[config.mk]
export PLATFORM = sky130hd
export DESIGN_NAME = sticky_event_collector
export DESIGN_NICKNAME = d
export VERILOG_FILES = /design/src/rtl/sticky_event_collector_pkg.sv /design/src/rtl/sticky_event_collector_sat_counter.sv /design/src/rtl/sticky_event_collector.sv
export SDC_FILE = /design/constraint.sdc
export NUM_CORES = 1
export LEC_CHECK = 0
export ABC_CLOCK_PERIOD_IN_PS = 3400
export CORE_MARGIN = 4
export CORE_UTILIZATION = 46
export DETAILED_ROUTE_END_ITERATION = 6
export PLACE_DENSITY = 0.88
export SLEW_MARGIN = 20
export SYNTH_ARGS = -nofsm -noshare
export SYNTH_HDL_FRONTEND = slang
export SYNTH_SLANG_ARGS = --single-unit
export TNS_END_PERCENT = 10
[constraint.sdc]
create_clock -name clock_reset -period 3.4 [get_ports clock_reset]
set_input_delay 0.68 -clock clock_reset [delete_from_list [all_inputs] [get_ports clock_reset]]
set_output_delay 0.68 -clock clock_reset [all_outputs]
set_load 0.005 [all_outputs]
[src/rtl/sticky_event_collector_pkg.sv]
// Shared types and constants for the sticky event collector and its
// saturating coalesce counter.
package sticky_event_collector_pkg;

   localparam int unsigned EVENT_WIDTH = 8;
   localparam int unsigned COUNT_WIDTH = 8;

   // Bit positions inside the clock/reset bundle
   localparam int unsigned CLK_BIT = 0;
   localparam int unsigned RST_BIT = 1;

   typedef logic [1:0] clock_reset_t;

   typedef struct packed {
      logic                   valid;
      logic [EVENT_WIDTH-1:0] data;
   } snapshot_t;

   function automatic logic clock_of(input clock_reset_t cr);
      return cr[CLK_BIT];
   endfunction

   function automatic logic reset_of(input clock_reset_t cr);
      return cr[RST_BIT];
   endfunction

endpackage

[src/rtl/sticky_event_collector_sat_counter.sv]
// Saturating up-counter; clear wins over the old value, then a same-cycle
// increment is applied on top of the cleared value.
module sat_counter
   import sticky_event_collector_pkg::*;
#(
   parameter int unsigned CNT_W = COUNT_WIDTH
) (
   input  logic             clk,
   input  logic             rst,
   input  logic             inc,
   input  logic             clr,
   output logic [CNT_W-1:0] value
);

   localparam logic [CNT_W-1:0] MAX_VALUE = '1;

   logic [CNT_W-1:0] value_q;
   logic [CNT_W-1:0] value_d;

   always_ff @(posedge clk) begin
      if (rst) begin
         value_q <= '0;
      end else begin
         value_q <= value_d;
      end
   end

   always_comb begin
      value_d = value_q;
      if (clr) begin
         value_d = CNT_W'(inc);
      end else if (inc && (value_q != MAX_VALUE)) begin
         value_d = value_q + CNT_W'(1);
      end
   end

   assign value = value_q;

endmodule

[src/rtl/sticky_event_collector.sv]
// Collects event pulses into sticky flags and hands them out as
// read-to-clear snapshots over a valid/ready handshake.
module sticky_event_collector
   import sticky_event_collector_pkg::*;
#(
   parameter int unsigned WIDTH = EVENT_WIDTH,
   parameter int unsigned CNT_W = COUNT_WIDTH
) (
   input  clock_reset_t     clock_reset,
   input  logic [WIDTH-1:0] events,
   input  logic             snap_ready,
   input  logic             clear_count,
   output logic             snap_valid,
   output logic [WIDTH-1:0] snap_data,
   output logic [WIDTH-1:0] flags,
   output logic             any,
   output logic [CNT_W-1:0] coalesced
);

   logic clk;
   logic rst;

   assign clk = clock_of(clock_reset);
   assign rst = reset_of(clock_reset);

   logic [WIDTH-1:0] flags_q;
   logic [WIDTH-1:0] flags_d;
   logic             snap_valid_q;
   logic             snap_valid_d;
   logic [WIDTH-1:0] snap_data_q;
   logic [WIDTH-1:0] snap_data_d;

   logic slot_free_c;
   logic capture_c;
   logic coal_c;

   assign slot_free_c = !snap_valid_q || snap_ready;
   assign capture_c   = slot_free_c && (flags_q != '0);
   // An event is only lost when its flag is still pending after this edge
   assign coal_c      = (|(events & flags_q)) && !capture_c;

   always_ff @(posedge clk) begin
      if (rst) begin
         flags_q      <= '0;
         snap_valid_q <= 1'b0;
         snap_data_q  <= '0;
      end else begin
         flags_q      <= flags_d;
         snap_valid_q <= snap_valid_d;
         snap_data_q  <= snap_data_d;
      end
   end

   always_comb begin
      flags_d      = flags_q | events;
      snap_valid_d = snap_valid_q;
      snap_data_d  = snap_data_q;
      if (capture_c) begin
         // Prior flags move to the snapshot; same-cycle events start fresh
         flags_d      = events;
         snap_valid_d = 1'b1;
         snap_data_d  = flags_q;
      end else if (snap_valid_q && snap_ready) begin
         snap_valid_d = 1'b0;
      end
   end

   sat_counter #(
      .CNT_W (CNT_W)
   ) u_coal_cnt (
      .clk   (clk),
      .rst   (rst),
      .inc   (coal_c),
      .clr   (clear_count),
      .value (coalesced)
   );

   assign flags      = flags_q;
   assign any        = |flags_q;
   assign snap_valid = snap_valid_q;
   assign snap_data  = snap_data_q;

   // Handshake: a stalled snapshot must not move or vanish
   a_snap_hold: assert property (@(posedge clk) disable iff (rst)
      (snap_valid_q && !snap_ready) |=> (snap_valid_q && $stable(snap_data_q)));

endmodule

; After elaboration in Yosys (flattened, before gate mapping)
; Cells that the tools add are included.
[classes]
n_addsub = 1
n_eq_ne = 1
mux = 5
bitwise = 2
n_reduce_logical = 13
[op_table]
columns = operator, count
row1 = OR reduction 8 bit, 2
row2 = "adder 8 x 1 -> 8 bit, second input constant", 1
row3 = AND 8 bit, 1
row4 = two-way mux 8 bit, 1
row5 = "!= test 8 bit, second input constant", 1
row6 = bitwise OR 8 bit, 1
row7 = nonzero test 8 bit, 1
row8 = logical AND 1 bit, 4
row9 = two-way mux 1 bit, 4
row10 = nonzero test 2 bit, 2
row11 = logical NOT 1 bit, 2
row12 = OR reduction 2 bit, 1
row13 = logical OR 1 bit, 1
[totals]
ff_bits = 25
input_bits = 12
output_inout_bits = 26

; Depth between registers and ports, before layout
; Gate-level depths: netlist of run 1.
[logic_depth]
ltp_word = 8
depth_mapped = 8
depth_no_buf = 6

; Modules after synthesis
; A second synthesis of run 1 with hierarchy kept.
[unflattened]
hier_cells = 119
area_unflattened_um2 = 1127.3
[modules_own_cells]
columns = mod, n_inst, cells_each, area_per_inst_um2, seq_area_each_um2
row1 = sticky_event_collector, 1, 73, 716.9, 340.3
row2 = sat_counter, 1, 46, 410.4, 160.2

; Least setup slack after synthesis of run 1
; OpenSTA, ideal clock, no wires.
[synth_path]
path_type = input to register
start = input snap_ready
end = register u_coal_cnt.value_q[3], in the netlist u_coal_cnt.value[3]
setup_ns = 0.070
arrival_ns = 1.952
required_time_ns = 3.330
path_slack_ns = 1.378
stages = 8
n_path_buf = 3
path_cell_list = nand2b_1 > clkbuf_1 > a21bo_1 > buf_6 > nand3_2 > buf_6 > or3_1 > a21oi_1
[synth_between]
elab_chain_len = 5
[synth_lines]
columns = element, line
row1 = from (decl), sticky_event_collector.sv:11  ; input logic snap_ready,
row2 = logical OR 1 bit, sticky_event_collector.sv:37  ; assign slot_free_c = !snap_valid_q || snap_ready;
row3 = logical AND 1 bit, sticky_event_collector.sv:38  ; assign capture_c = slot_free_c && (flags_q != '0);
row4 = logical NOT 1 bit, sticky_event_collector.sv:40  ; assign coal_c = (|(events & flags_q)) && !capture_c;
row5 = logical AND 1 bit, sticky_event_collector.sv:40
row6 = logical AND 1 bit, sticky_event_collector_sat_counter.sv:32  ; end else if (inc && (value_q != MAX_VALUE)) begin
row7 = to (signal assigned), sticky_event_collector_sat_counter.sv:24  ; value_q <= value_d;
row8 = to (decl), sticky_event_collector_sat_counter.sv:17  ; logic [CNT_W-1:0] value_q;
; Every way passes these cells.
; A chain may end at the register's enable or synchronous reset.

==> metrics.txt, run 1 <==
Post-synth EDFFs 0; worst clock skew on the final layout 0.00733 ns; internal power contribution 0.819 mW; count of yosys warnings during synthesis 0; instance count of the mapped netlist 121; Global Route met2 Usage 0.291; filler cell count 158; type of the setup path with the least slack clock port to flip-flop; num ports 38; port bufs 36; post-CTS setup buffer count 0; global routing usage on met3 0.148; number of antenna violations at the first check in global routing 0; core utilization of the finished layout 0.726; maximum fanout count along the critical path 10; prevailing post-synth register cell sky130_fd_sc_hd__dfxtp_1; unrepaired setup endpoints after global routing no; nets@finish 175; post-CTS resize count 0; sort of element at the end of the critical path flip-flop; cell type with the highest aggregate area in the netlist sky130_fd_sc_hd__dfxtp_1; total of hold buffers inserted after clock tree synthesis 0; kind of path behind the tightest hold check clock port to flip-flop; slew of the pin with the lowest slew margin 0.353 ns; Worst VDD drop 0.000579 V; routed length per instance 13.9 um; global routing usage on met1 0.164; antenna cells 0; result of the run completed; placed standard-cell area 0.00140 mm2; clock tree from TritonCTS done; Post-Layout Inst Area 0.00150 mm2; switching power summed over all nets 0.480 mW; maximum number of pins on one net before global-route repair 18; layout cells sized above 1 0.0920; global-route usage over all layers 0.198; count of routing violations after the opening detailed-route iteration 27; mean area per synthesized cell 8.62 um2; die width 55.6 um; Max-Slew Margin vs Limit 0.765; Setup Viol. Count Final 0; count of state elements after synthesis 25; clock share of power 0.291; GRT busiest layer met2; critical path data required time 3.64 ns; number of core rows 16; most area-consuming cells after synthesis sky130_fd_sc_hd__dfxtp_1 (48%), sky130_fd_sc_hd__a21oi_1 (11%), sky130_fd_sc_hd__nand2_1 (6.8%); sequential share of the synthesized area 0.480; power density of the placed cells 868 mW/mm2; most frequent cell after synthesis sky130_fd_sc_hd__dfxtp_1; number of detailed-routing iterations run before antenna repair 6; Switching Fraction 0.369; Syn Nets 134; final-layout worst hold slack 0.0803 ns; worst min-delay path startpoint clock_reset[1]; setup total negative slack 0 ns; RR Startpoint flags[7]; count of distinct cell types in the synthesized netlist 27; share of async-settable or async-resettable flops after synthesis 0; DRC viols 0; number of nets with antenna violations after detailed routing 0; summed instance area of the synthesized netlist 0.00104 mm2; number of vias after detailed routing 1,058; area fraction of the dominant cell type after synthesis 0.480; CTS clock-pin slew for the worst setup and hold paths 0.13 ns; final slew viol count 0; area growth from synthesis to layout 43.4%; gr ovfl total 0; Max Cap Violations 0; final wirelength 2.63 mm; via count of the first global-routing pass 1,235; area enclosed by the die boundary 0.00309 mm2; starting density of the core 0.506; final hold viol count 0; Critical path origin clock_reset[1]; clock latency at the later pin of the worst-skew pair 0.30 ns; height of the die 55.6 um; top cells by instance count after synthesis sky130_fd_sc_hd__dfxtp_1 (25), sky130_fd_sc_hd__a21oi_1 (23), sky130_fd_sc_hd__nand2_1 (19); placeable core area 0.00206 mm2; relative contribution of combinational cells to total power 0.321; type of element launching the critical path clock port; wire length of the first global-routing pass 4.60 mm; critical path data arrival time 2.74 ns; Final GP Congestion 0.704; register share of total power 0.388; detailed placement HPWL 1.88 mm; leakage dissipation 0.539 nW; vias per cell 5.57
routing by layer:
layer  up-vias  share of wire  wire, um
met5         -              0         0
met4         0          0.022        57
met3         9          0.081       213
met2        50           0.49      1280
met1       486           0.41      1080
li1        513              -         -
through the flow:
stage / power, mW / setup WS [ns] / std cells
floorplan: 0.816 / 0.869 / 121
global placement: 0.987 / 0.912 / 178
detailed placement: 0.995 / 0.854 / 178
CTS: 1.32 / 0.881 / 190
global route: 1.40 / 0.896 / 190
finish: 1.30 / 0.901 / 190
power groups by stage:
stage               combinational [mW]  sequential (mW)  clock (mW)
finish                           0.418            0.503       0.378
detailed placement               0.417            0.510      0.0682
global route                     0.456            0.519       0.424
floorplan                        0.182            0.506       0.127
global placement                 0.413            0.506      0.0682
CTS                              0.421            0.503       0.391
cells by family after synthesis:
family	share of synthesized area
AND/OR/NAND/NOR	0.264
AO/OA/AOI/OAI	0.188
flip-flops	0.480
buffers and inverters	0.0468
multiplexers	0.00959
adder cells (fa/ha/maj)	0.0120
placed cells by master, fill, tap and decap left out, drive strengths merged:
| cell type | n |
|---|---|
| nor3 | 1 |
| o31ai | 2 |
| nor2b | 1 |
| a21oi | 23 |
| clkbuf | 11 |
| a31oi | 1 |
| clkdlybuf4s50 | 36 |
| mux2i | 1 |
| inv | 2 |
| o21ai | 4 |
| and2 | 1 |
| or3 | 4 |
| dfxtp | 25 |
| nand3 | 4 |
| nand2 | 19 |
| nor2 | 10 |
| a21bo | 1 |
| ha | 1 |
| nand2b | 1 |
| or2 | 1 |
| bufinv | 1 |
| a22oi | 4 |
| nor4 | 2 |
| nand3b | 1 |
| and4 | 1 |
| nand4 | 2 |
| or4 | 2 |
| buf | 1 |
final timing paths:
kind / endpoint / slack, ns / cells after the start
worst max-delay path: u_coal_cnt.value[6] / 0.90 / 6
worst max register to register: u_coal_cnt.value[5] / 1.59 / 5
worst min-delay path: snap_data[4] / 0.08 / 3
worst min register to register: snap_data[2] / 0.47 / 2
critical path, stage by stage:
cell and delay [ns]:
sky130_fd_sc_hd__clkbuf_4 0.12, sky130_fd_sc_hd__clkbuf_4 0.18, sky130_fd_sc_hd__or2_2 0.28, sky130_fd_sc_hd__clkbuf_4 0.15, sky130_fd_sc_hd__clkbuf_4 0.15, sky130_fd_sc_hd__nor3_1 0.16
registers in the layout (all words and copies together) (netlist names):
name	count
flags	8
snap_data	8
u_coal_cnt.value	8
snap_valid	1
cell type report:
cell class | count | area [um2] | area share
Clock buffer | 11 | 75.1 | 0.0502
Inverter | 2 | 7.51 | 0.00502
Timing Repair Buffer | 37 | 368 | 0.246
Multi-Input combinational cell | 87 | 494 | 0.330
Clock inverter | 1 | 17.5 | 0.0117
Sequential cell | 25 | 500 | 0.334
Tap cell | 27 | 33.8 | 0.0226
Power figures use the tool's default switching activity.
==> inputs of run 2 (changes only) <==
Settings changed: ABC_CLOCK_PERIOD_IN_PS 3400 to 2000, CORE_UTILIZATION 46 to 39, PLACE_DENSITY 0.88 to 0.8.
Clock period 3.4 ns to 2 ns, I/O delays scaled along.
==> run 2 against run 1 <==
Core utilization down 12 points. Clock skew down 0.0036 ns. Critical path depth up 1. Critical endpoint is now u_coal_cnt.value[3].
==> metrics.txt, run 2 (synthesis gave the netlist of run 1 again) <==
result of the run completed; Worst VDD drop 0.000959 V (+66%); overall power after layout 2.31 mW (+78%); num ports 38 (unchanged); nets@finish 178 (+1.7%); clock tree from TritonCTS done; number of antenna violations at the first check in global routing 0 (unchanged); layout cells sized above 1 0.133 (+0.0405); leakage dissipation 0.556 nW (+3.2%); global-route usage over all layers 0.189 (-0.00915); routed length per instance 13.9 um (+0.29%); final hold viol count 0 (unchanged); type of element launching the critical path flip-flop; placeable core area 0.00252 mm2 (+22%); area growth from synthesis to layout 47.0%; worst clock skew on the final layout 0.00368 ns (-0.00364 ns); via count of the first global-routing pass 1,231 (-0.32%); critical path data arrival time 2.08 ns (-0.66 ns); area enclosed by the die boundary 0.00357 mm2 (+15%); number of vias after detailed routing 1,066 (+0.76%); type of the setup path with the least slack flip-flop to flip-flop; CP top delay family simple AND/OR/NAND/NOR gates; setup total negative slack 0 ns (unchanged); maximum fanout count along the critical path 10 (unchanged); die width 59.7 um (+7.4%); final wirelength 2.73 mm (+3.5%); antenna cells 0 (unchanged); maximum number of pins on one net before global-route repair 18 (unchanged); core utilization of the finished layout 0.608 (-0.118); post-layout worst setup margin 0.178 ns (-0.722 ns); number of detailed-routing iterations run before antenna repair 5 (-1); port bufs 36 (unchanged); most common cell after layout, fill and taps aside sky130_fd_sc_hd__clkdlybuf4s50_1; CTS clock-pin slew for the worst setup and hold paths 0.13 ns (about the same); slew of the pin with the lowest slew margin 0.266 ns (-0.0873 ns); Worst path most repeated cell sky130_fd_sc_hd__buf_4; gr ovfl total 0 (unchanged); Max Cap Violations 0 (unchanged); CP max-delay cell sky130_fd_sc_hd__dfxtp_2; number of nets with antenna violations after detailed routing 0 (unchanged); WP buf/inv 2 (-2); power density of the placed cells 1510 mW/mm2 (+74%); detailed placement HPWL 1.91 mm (+1.9%); Final GP Congestion 0.749 (+6.4%); count of routing violations after the opening detailed-route iteration 46 (+70%); critical path data required time 2.26 ns (-1.38 ns); DRC viols 0 (unchanged); starting density of the core 0.414 (-0.0924); Max-Slew Margin vs Limit 0.821 (+0.0567); kind of path behind the tightest hold check clock port to flip-flop; final slew viol count 0 (unchanged); CP cell instances nor4_4, buf_4, a21bo_1, nand3_2, buf_4, or3_1, a21oi_1; Setup Viol. Count Final 0 (unchanged); unrepaired setup endpoints after global routing no; wire length of the first global-routing pass 4.66 mm (+1.3%); post-route clock period utilization 0.911; clock period minus worst slack 1.82 ns; number of core rows 18 (+2); height of the die 59.7 um (+7.4%); pre-CTS setup slack 0.0343 ns (-0.820 ns); vias per cell 5.44 (-2.3%); leading cell types in the layout, fill and taps excluded sky130_fd_sc_hd__clkdlybuf4s50_1 (35), sky130_fd_sc_hd__a21oi_1 (23), sky130_fd_sc_hd__dfxtp_1 (21); highest attainable clock frequency 549 MHz; sort of element at the end of the critical path flip-flop; CP max stage delay 0.38 ns (+0.10 ns); total of hold buffers inserted after clock tree synthesis 0 (unchanged); clock latency at the later pin of the worst-skew pair 0.32 ns (+0.02 ns)
==> run 2: stage by stage <==
stage	std cells	instance area (um2)	hold WS, ns
floorplan	121	1040	0.346
global placement	183	1420	0.0691
detailed placement	183	1420	0.0691
CTS	196	1530	0.0582
global route	196	1530	0.0675
finish	196	1530	0.0526
==> run 2: path summary, 6_finish.rpt <==
path,start,end,slack [ns],depth (start not counted)
setup / recovery,flags[2],u_coal_cnt.value[3],0.18,7
hold / removal,clock_reset[1],snap_data[0],0.05,3
hold reg to reg,snap_data[2],snap_data[2],0.47,2
setup reg to reg,flags[2],u_coal_cnt.value[3],0.18,7
==> run 2: repair_timing <==
action,4_1_cts,5_1_grt
gates resized for setup,5,0
buffers inserted,1,0
setup endpoints to repair,1,0
==> run 2: final cells by class <==
class / instances / area, um2
tap: 30 / 37.5
inverter: 2 / 7.51
clock buffer: 11 / 96.3
clock inverter: 1 / 3.75
fill: 235 / 988
sequential: 25 / 505
timing repair buffer: 40 / 389
multi-input combinational: 87 / 494
==> run 2: worst register-to-register path, delay by kind of cell, from the launching register on <==
kind / cells / cell delay [ns]
compound gates: 2 / 0.28
buf+inv: 2 / 0.35
flops: 1 / 0.38
simple gates: 3 / 0.75
==> run 2: power by group <==
part,switching (mW),internal [mW],leakage [nW]
combinational,0.300,0.454,0.248
clock,0.359,0.334,0.102
sequential,0.182,0.684,0.206
total,0.842,1.47,0.556
==> run 2: metal layers <==
| metal | GRT usage | vias to the layer above | wire [um] |
|---|---|---|---|
| li1 | - | 518 | - |
| met4 | 0.231 | 0 | 85 |
| met2 | 0.225 | 44 | 1210 |
| met1 | 0.185 | 495 | 1180 |
| met5 | 0 | - | 0 |
| met3 | 0.143 | 9 | 252 |
